## src/rtl/fp_addsub_seq.sv

```systemverilog
// Multi-cycle IEEE-754-style add/subtract with round-to-nearest-even and status flags.
// One operation in flight; valid/ready on both sides; subnormals flush to zero.
module fp_addsub_seq #(
  parameter int EXP_W = 5,
  parameter int MAN_W = 10
) (
  input  logic                 clk,
  input  logic                 rst_n,
  input  logic                 in_valid,
  output logic                 in_ready,
  input  logic [EXP_W+MAN_W:0] a,
  input  logic [EXP_W+MAN_W:0] b,
  input  logic                 op,
  output logic                 out_valid,
  input  logic                 out_ready,
  output logic [EXP_W+MAN_W:0] result,
  output logic [3:0]           flags
);
  localparam int W  = 1 + EXP_W + MAN_W;
  localparam int SW = MAN_W + 4;
  localparam int XW = EXP_W + 2;
  localparam logic [EXP_W-1:0] EXP_ONES = '1;
  localparam logic [W-1:0] QNAN = {1'b0, EXP_ONES, 1'b1, {(MAN_W-1){1'b0}}};

  typedef enum logic [2:0] {IDLE, ALIGN, ADD, NORM, ROUND, DONE} state_t;

  state_t                state_q, state_d;
  logic [W-1:0]          a_q, a_d, b_q, b_d;
  logic                  op_q, op_d;
  logic                  sign_q, sign_d, sub_q, sub_d;
  logic signed [XW-1:0]  exp_q, exp_d;
  logic [SW-1:0]         big_q, big_d, small_q, small_d, norm_q, norm_d;
  logic [SW:0]           sum_q, sum_d;
  logic                  zero_q, zero_d;
  logic                  spec_q, spec_d;
  logic [W-1:0]          spec_res_q, spec_res_d;
  logic [3:0]            spec_flags_q, spec_flags_d;
  logic                  out_valid_q, out_valid_d;
  logic [W-1:0]          result_q, result_d;
  logic [3:0]            flags_q, flags_d;

  function automatic logic [XW-1:0] lzc(input logic [SW-1:0] v);
    logic [XW-1:0] n;
    logic          found;
    n     = '0;
    found = 1'b0;
    for (int i = SW - 1; i >= 0; i--) begin
      if (!found && !v[i]) n = n + 1'b1;
      else found = 1'b1;
    end
    return n;
  endfunction

  // Right shift into guard/round/sticky; everything shifted past bit 0 collapses into sticky.
  function automatic logic [SW-1:0] align_shift(input logic [SW-1:0] sig,
                                                input logic [EXP_W-1:0] d);
    logic [2*SW-1:0] wide;
    int              sh;
    sh   = (int'(d) > SW) ? SW : int'(d);
    wide = {sig, {SW{1'b0}}} >> sh;
    return {wide[2*SW-1:SW+1], wide[SW] | (|wide[SW-1:0])};
  endfunction

  function automatic logic rne_up(input logic [SW-1:0] s);
    return s[2] & (s[1] | s[0] | s[3]);
  endfunction

  logic                 a_s, b_es, a_nan, b_nan, a_inf, b_inf, a_zero, b_zero, b_big;
  logic [EXP_W-1:0]     a_e, b_e, big_e, small_e;
  logic [MAN_W-1:0]     a_f, b_f, big_f, small_f, frac_r;
  logic [XW-1:0]        lz;
  logic [MAN_W+1:0]     mant_r;
  logic signed [XW-1:0] exp_r;

  assign a_s     = a_q[W-1];
  assign a_e     = a_q[W-2:MAN_W];
  assign a_f     = a_q[MAN_W-1:0];
  assign b_es    = b_q[W-1] ^ op_q;
  assign b_e     = b_q[W-2:MAN_W];
  assign b_f     = b_q[MAN_W-1:0];
  assign a_nan   = (a_e == EXP_ONES) && (a_f != '0);
  assign b_nan   = (b_e == EXP_ONES) && (b_f != '0);
  assign a_inf   = (a_e == EXP_ONES) && (a_f == '0);
  assign b_inf   = (b_e == EXP_ONES) && (b_f == '0);
  assign a_zero  = (a_e == '0);
  assign b_zero  = (b_e == '0);
  assign b_big   = {b_e, b_f} > {a_e, a_f};
  assign big_e   = b_big ? b_e : a_e;
  assign big_f   = b_big ? b_f : a_f;
  assign small_e = b_big ? a_e : b_e;
  assign small_f = b_big ? a_f : b_f;
  assign lz      = lzc(sum_q[SW-1:0]);
  assign mant_r  = {1'b0, norm_q[SW-1:3]} + {{(MAN_W+1){1'b0}}, rne_up(norm_q)};
  assign exp_r   = mant_r[MAN_W+1] ? exp_q + XW'(1) : exp_q;
  assign frac_r  = mant_r[MAN_W+1] ? mant_r[MAN_W:1] : mant_r[MAN_W-1:0];

  always_comb begin
    state_d      = state_q;
    a_d          = a_q;
    b_d          = b_q;
    op_d         = op_q;
    sign_d       = sign_q;
    sub_d        = sub_q;
    exp_d        = exp_q;
    big_d        = big_q;
    small_d      = small_q;
    sum_d        = sum_q;
    norm_d       = norm_q;
    zero_d       = zero_q;
    spec_d       = spec_q;
    spec_res_d   = spec_res_q;
    spec_flags_d = spec_flags_q;
    out_valid_d  = out_valid_q;
    result_d     = result_q;
    flags_d      = flags_q;
    case (state_q)
      IDLE: begin
        if (in_valid && in_ready) begin
          a_d     = a;
          b_d     = b;
          op_d    = op;
          state_d = ALIGN;
        end
      end
      ALIGN: begin
        spec_d       = 1'b1;
        spec_flags_d = 4'b0000;
        spec_res_d   = a_q;
        if (a_nan || b_nan)        spec_res_d = QNAN;
        else if (a_inf && b_inf) begin
          if (a_s != b_es) begin
            spec_res_d   = QNAN;
            spec_flags_d = 4'b1000;
          end
        end
        else if (a_inf)            spec_res_d = a_q;
        else if (b_inf)            spec_res_d = {b_es, b_e, b_f};
        else if (a_zero && b_zero) spec_res_d = {a_s & b_es, {(W-1){1'b0}}};
        else if (a_zero)           spec_res_d = {b_es, b_e, b_f};
        else if (b_zero)           spec_res_d = a_q;
        else                       spec_d     = 1'b0;
        sign_d  = b_big ? b_es : a_s;
        sub_d   = a_s ^ b_es;
        exp_d   = {2'b00, big_e};
        big_d   = {1'b1, big_f, 3'b000};
        small_d = align_shift({1'b1, small_f, 3'b000}, big_e - small_e);
        state_d = ADD;
      end
      ADD: begin
        sum_d   = sub_q ? ({1'b0, big_q} - {1'b0, small_q}) : ({1'b0, big_q} + {1'b0, small_q});
        state_d = NORM;
      end
      NORM: begin
        zero_d = (sum_q == '0);
        if (sum_q[SW]) begin
          norm_d = {sum_q[SW:2], sum_q[1] | sum_q[0]};
          exp_d  = exp_q + XW'(1);
        end else begin
          norm_d = sum_q[SW-1:0] << lz;
          exp_d  = exp_q - lz;
        end
        state_d = ROUND;
      end
      ROUND: begin
        if (spec_q) begin
          result_d = spec_res_q;
          flags_d  = spec_flags_q;
        end else if (zero_q) begin
          result_d = '0;
          flags_d  = 4'b0000;
        end else if (exp_r >= $signed({2'b00, EXP_ONES})) begin
          result_d = {sign_q, EXP_ONES, {MAN_W{1'b0}}};
          flags_d  = 4'b0101;
        end else if (exp_r <= 0) begin
          result_d = {sign_q, {(W-1){1'b0}}};
          flags_d  = 4'b0011;
        end else begin
          result_d = {sign_q, exp_r[EXP_W-1:0], frac_r};
          flags_d  = {3'b000, |norm_q[2:0]};
        end
        out_valid_d = 1'b1;
        state_d     = DONE;
      end
      DONE: begin
        if (out_ready) begin
          out_valid_d = 1'b0;
          state_d     = IDLE;
        end
      end
      default: state_d = IDLE;
    endcase
  end

  always_ff @(posedge clk or negedge rst_n) begin
    if (!rst_n) begin
      state_q     <= IDLE;
      out_valid_q <= 1'b0;
      result_q    <= '0;
      flags_q     <= '0;
    end else begin
      state_q     <= state_d;
      out_valid_q <= out_valid_d;
      result_q    <= result_d;
      flags_q     <= flags_d;
    end
  end

  always_ff @(posedge clk) begin
    a_q          <= a_d;
    b_q          <= b_d;
    op_q         <= op_d;
    sign_q       <= sign_d;
    sub_q        <= sub_d;
    exp_q        <= exp_d;
    big_q        <= big_d;
    small_q      <= small_d;
    sum_q        <= sum_d;
    norm_q       <= norm_d;
    zero_q       <= zero_d;
    spec_q       <= spec_d;
    spec_res_q   <= spec_res_d;
    spec_flags_q <= spec_flags_d;
  end

  assign in_ready  = rst_n && (state_q == IDLE);
  assign out_valid = out_valid_q;
  assign result    = result_q;
  assign flags     = flags_q;
endmodule

```

## config.mk

```make
export PLATFORM = sky130hd
export DESIGN_NAME = fp_addsub_seq
export DESIGN_NICKNAME = d
export VERILOG_FILES = /design/src/rtl/fp_addsub_seq.sv
export SDC_FILE = /design/constraint.sdc
export NUM_CORES = 1
export LEC_CHECK = 0
export ABC_AREA = 1
export BUFFER_PORTS_ARGS = -buffer_cell sky130_fd_sc_hd__buf_2
export CORE_MARGIN = 4
export CORE_UTILIZATION = 62
export DETAILED_ROUTE_END_ITERATION = 10
export GPL_TIMING_DRIVEN = 0
export PLACE_DENSITY = 0.87
export SLEW_MARGIN = 20
export SYNTH_ARGS = -nofsm -noshare
export SYNTH_HDL_FRONTEND = slang
export SYNTH_SLANG_ARGS = --single-unit
```

## constraint.sdc

```tcl
create_clock -name clk -period 7.69 [get_ports clk]
set_clock_uncertainty 0.1 [all_clocks]
set_input_delay 0.769 -clock clk [delete_from_list [all_inputs] [get_ports clk]]
set_output_delay 0.769 -clock clk [all_outputs]
set_load 0.02 [all_outputs]
```

; ---- Word-level counts from Yosys, hierarchy flattened
; Cells that the tools add are included.
[op_classes]
addsub = 19
magnitude_cmp = 4
eq_ne = 10
n_shift = 2
mux = 60
n_bitwise = 9
n_reduce_logical = 65
[ops]
columns = cell, count
row1 = $mux 16, 8
row2 = $mux 7, 14
row3 = $add 7x1->7 const B, 12
row4 = $mux 15, 3
row5 = $mux 10, 3
row6 = $shr 28x5->28, 1
row7 = $logic_not 1->1, 26
row8 = $logic_and 1x1->1, 21
row9 = $logic_not 10->1, 2
row10 = $reduce_bool 10->1, 2
row11 = $pmux 3 s6, 1
row12 = $mux 1, 17
row13 = $add 14x14->15, 1
row14 = $gt 15x15->1, 1
row15 = $logic_not 15->1, 1
row16 = $mux 5, 3
row17 = $sub 14x14->15, 1
row18 = $pmux 7 s2, 1
row19 = $reduce_or 14->1, 1
row20 = $shl 14x7->14, 1
row21 = $mux 13, 1
row22 = $add 11x1->12, 1
row23 = $mux 3, 4
row24 = $eq 5x5->1 const B, 2
row25 = other kinds (27), 41
[word_totals]
reg_bits = 141
input_bits = 37
word_cells = 188

; ---- Longest topological paths before layout
[logic_depth]
depth_word = 42
depth_mapped = 48

; ---- Worst setup path after synthesis
; No wires, ideal clock.
[synth_path]
path_kind = register to register
startpoint = register sum_q[11]
endpoint = register exp_q[6], data pin
setup_time_ns = 0.256
t_arrival_ns = 6.544
t_required_ns = 7.334
path_slack_ns = 0.790
stages_incl_launch_ff = 48
n_path_buf = 1
synth_period_minus_slack_ns = 6.900
cell_sequence = edfxtp_1 -> inv_1 -> nor2_1 -> nor2_1 -> ha_1 -> nand2_1 -> nand2_1 -> ha_1 -> nand2_1 -> nand2_1 -> ha_1 -> nand2_1 -> nand2_1 -> ha_1 -> o21ai_0 -> inv_1 -> ha_1 -> nand2_1 -> (+12 left out) -> nand2_1 -> nand2_1 -> inv_1 -> ha_1 -> nand3_2 -> nand2_2 -> buf_2 -> ha_1 -> inv_1 -> o31ai_1 -> inv_1 -> nor2_1 -> nor2_1 -> nor2_1 -> nor2_1 -> xor2_1 -> o211ai_1 -> inv_1
[synth_via]
elab_chain_cells = 39
elab_cells_between_ends = 61
[synth_rtl]
columns = element, line
row1 = "start, declared", 33  ; logic [SW:0] sum_q, sum_d;
row2 = "start signal, assigned", 217  ; sum_q <= sum_d;
row3 = $logic_not 1->1 *, 48  ; if (!found && !v[i]) n = n + 1'b1;
row4 = $logic_and 1x1->1 *, 48
row5 = "parallel branches: the longest is 33 deep, another holds $add 7x1->7", --
row6 = $mux 7 *, 48
row7 = $sub 7x7->7 *, 160  ; exp_d = exp_q - lz;
row8 = $mux 7 *, 155  ; if (sum_q[SW]) begin
row9 = $pmux 7 s2 *, 116  ; case (state_q)
row10 = "end signal, assigned", 214  ; exp_q <= exp_d;
row11 = "end, declared", 31  ; logic signed [XW-1:0] exp_q, exp_d;
; Every way passes the cells marked *.
; A chain may end at the register's enable or synchronous reset.

; ---- Worst setup path after layout
[layout_path]
startpoint = register sum_q[11]
endpoint = register exp_q[5], data pin
; The elaborated chain is that of the path after synthesis.

==> results.json <==
{
  "grt_remaining_overflow": 0,
  "synth_nets": 1356,
  "worstSetupEndpointType": "register",
  "fin_crit_sh": 0.941,
  "synth.avg_cell_area_um2": 7.90,
  "rows": 46,
  "clk_latency_ns": 0.44,
  "n_fill_cell": 1157,
  "reg2reg_depth": 45,
  "drt_iter0_markers": 948,
  "port_buffers": 58,
  "hpwl_um": 19000,
  "initial_utilization": 0.629,
  "via_per_inst": 5.87,
  "cts_buffers": 17,
  "outcome": "completed",
  "track_usage": 0.277,
  "path_class": "register to register",
  "p_sw_frac": 0.446,
  "nNetsFinal": 1446,
  "r2r_start": "sum_q[11]",
  "cts.clk_slew.worst_paths_ns": 0.07,
  "final_hold_viol_count": 0,
  "ctsHoldBuffers": 0,
  "root_buffer": "clkbuf_16",
  "ys_ff_latch": 138,
  "drcViolationCount": 0,
  "p_int_uw": 2370,
  "cp_max_fo": 6,
  "areaGrowthSynthToFinish_pct": 13.6,
  "grt_pass1_wl_um": 40700,
  "crit_path_start": "sum_q[11]",
  "slew_viol_final": 0,
  "finalWeightedCongestion": 1.02,
  "cts.htree.levels": 4,
  "drv_cap": 0,
  "cts_tree": "built",
  "drtPass1Iterations": 8,
  "power_frac_seq": 0.312,
  "r2r_end": "exp_q[5]",
  "finalSetupTns_ns": 0,
  "vias": 9266,
  "netlist_area_um2": 9950,
  "max_freq_ghz": 0.138,
  "stdcell_count": 1579,
  "cts_buffer_depth": 2,
  "r2r_slack_ns": 0.46,
  "core_area_um2": 15800,
  "antenna_left": 0,
  "leakagePower_uw": 0.00527,
  "grt_pass1_vias": 8720,
  "antenna_cells": 0,
  "die_area_um2": 18100,
  "dpl_cell_area_um2": 10600,
  "io-pin-count": 59,
  "ir_worst_vdd_mv": 0.209,
  "final_cell_mix": "277 x nand2_1, 172 x inv_1, 114 x edfxtp_1",
  "worstSetupEndpoint": "exp_q[5]",
  "synth_edf_count": 114,
  "synth-xor-area-share": 0.0265,
  "ys.warnings.count": 0,
  "cp.required_ns": 7.78,
  "fin_util": 0.715,
  "cts.sinks": 138,
  "startpoint_type": "register",
  "synthAdderAreaFrac": 0.0757,
  "synthFlopType": "edfxtp_1",
  "slowest_delay_ns": 0.45,
  "cpMostUsedCell": "nand2_1",
  "setup_violations": 0,
  "die_w_um": 135,
  "seq_area_frac_synth": 0.404,
  "relSlewSlack": 0.408,
  "synth_cells": 1260,
  "fin_area_um2": 11300,
  "power_frac_clock": 0.197,
  "grt_max_degree": 29,
  "synth_compound_area_frac": 0.132,
  "cellPowerDensity_nw_per_um2": 379,
  "critPathSlowestCell": "edfxtp_1",
  "combPwrFrac": 0.491,
  "ys_async_sr_fraction": 0.174,
  "hold_class": "primary input to asynchronous set/reset pin",
  "synth_top_family_by_area": "simple AND/OR/NAND/NOR gates",
  "yosys.area_share.simple": 0.274,
  "wl_per_cell_um": 15.9,
  "dp.cells": 1537,
  "cp.arrival_ns": 7.33,
  "antenna_found_initial": 0,
  "ys_types": 55,
  "drt-total-wl_um": 25200,
  "fp.dieH_um": 135,
  "layout_commonest_cell": "nand2_1",
  "p_switching_uw": 1910,
  "worst_pin_slew_ns": 0.884,
  "fin_crit_ns": 7.23,
  "muxShareOfSynthArea": 0.00402,
  "drive_above_1_share": 0.141
}
## what timing repair did
action,4_1_cts,5_1_grt
pin swaps,1,7
buffers inserted,0,11
endpoints found under the setup margin,1,5
resized for setup,1,12
## metrics by stage
stage / total power [uW] / hold WS [ns] / setup slack [ns]
3_5_place_dp: 3310 / 0.368 / -0.0648
6_report: 4290 / 0.209 / 0.456
2_1_floorplan: 2780 / 0.344 / 0.790
4_1_cts: 4160 / 0.227 / 0.0373
5_1_grt: 4590 / 0.250 / -0.0846
3_3_place_gp: 3210 / 0.361 / 0.229
## cells in the mapped netlist, types with 14 or more instances
master | instances | share of area
clkbuf_1 | 16 | 0.0060
nand2_1 | 278 | 0.10
nor2_1 | 104 | 0.039
ha_1 | 57 | 0.072
o21ai_1 | 14 | 0.0070
nand3_1 | 109 | 0.055
nand2_2 | 19 | 0.012
dfrtp_1 | 24 | 0.060
xor2_1 | 25 | 0.022
o21ai_0 | 90 | 0.045
edfxtp_1 | 114 | 0.34
a22oi_1 | 17 | 0.013
nand4_1 | 21 | 0.013
inv_1 | 173 | 0.065
a21oi_1 | 49 | 0.025
## worst max-delay path, delay by kind of cell (launching register included)
kind / cells / cell delay, ns
compound gates: 8 / 1.16
fa+ha+maj: 11 / 3.19
buf+inv: 6 / 0.41
flops: 1 / 0.45
simple gates: 20 / 1.66
## metal layers
metal  share of wire  vias to the layer above  wire length (um)  GRT usage
li1                -                     4451                 -          -
met1            0.39                     4296              9920      0.341
met2            0.50                      444             12600      0.481
met3           0.074                       75              1860     0.0563
met4           0.030                        0               761      0.107
met5               0                        -                 0          0
## cell type report
cell class | count | area [um^2] | share of cell area
Multi-Input combinational cell | 905 | 5170 | 0.457
Sequential cell | 138 | 4020 | 0.356
Inverter | 191 | 722 | 0.0638
Clock buffer | 20 | 489 | 0.0433
Timing Repair Buffer | 72 | 408 | 0.0361
Tap cell | 216 | 270 | 0.0239
Clock inverter | 12 | 118 | 0.0104
Buffer | 25 | 109 | 0.00962
## flip-flops by register name, summed over array words and instances (netlist names)
| register | flops |
|---|---|
| spec_q | 1 |
| norm_q | 14 |
| spec_res_q | 16 |
| spec_flags_q | 1 |
| b_q | 16 |
| big_q | 10 |
| result | 16 |
| sub_q | 1 |
| state_q | 3 |
| sign_q | 1 |
| flags | 4 |
| small_q | 14 |
| zero_q | 1 |
| a_q | 16 |
| op_q | 1 |
| exp_q | 7 |
| out_valid | 1 |
| sum_q | 15 |
## cells by family after synthesis
group,after synthesis
buffers and inverters,217
AOI/OAI and AO/OA,223
DFF,138
muxes,4
and+or+nand+nor,591
adders and majority gates,59
xor gates and xnor gates,28
## power groups by stage
stage,Sequential (uW),Clock (uW),Combinational [uW]
floorplan,1350,0,1430
CTS,1330,842,1990
detailed placement,1340,0,1970
global placement,1340,0,1880
global route,1360,878,2360
finish,1340,846,2100
## how the worst min path moves through the flow
stage,from,end,cells past startpoint
after floorplan,small_q[0],sum_q[0],0
after global placement,flags[3],flags[3],2
after detailed placement,result[1],result[1],2
after CTS,rst_n,result[7],1
after global routing,rst_n,result[5],1
final,rst_n,result[7],1
No activity file was read; power rests on OpenSTA's default activity.
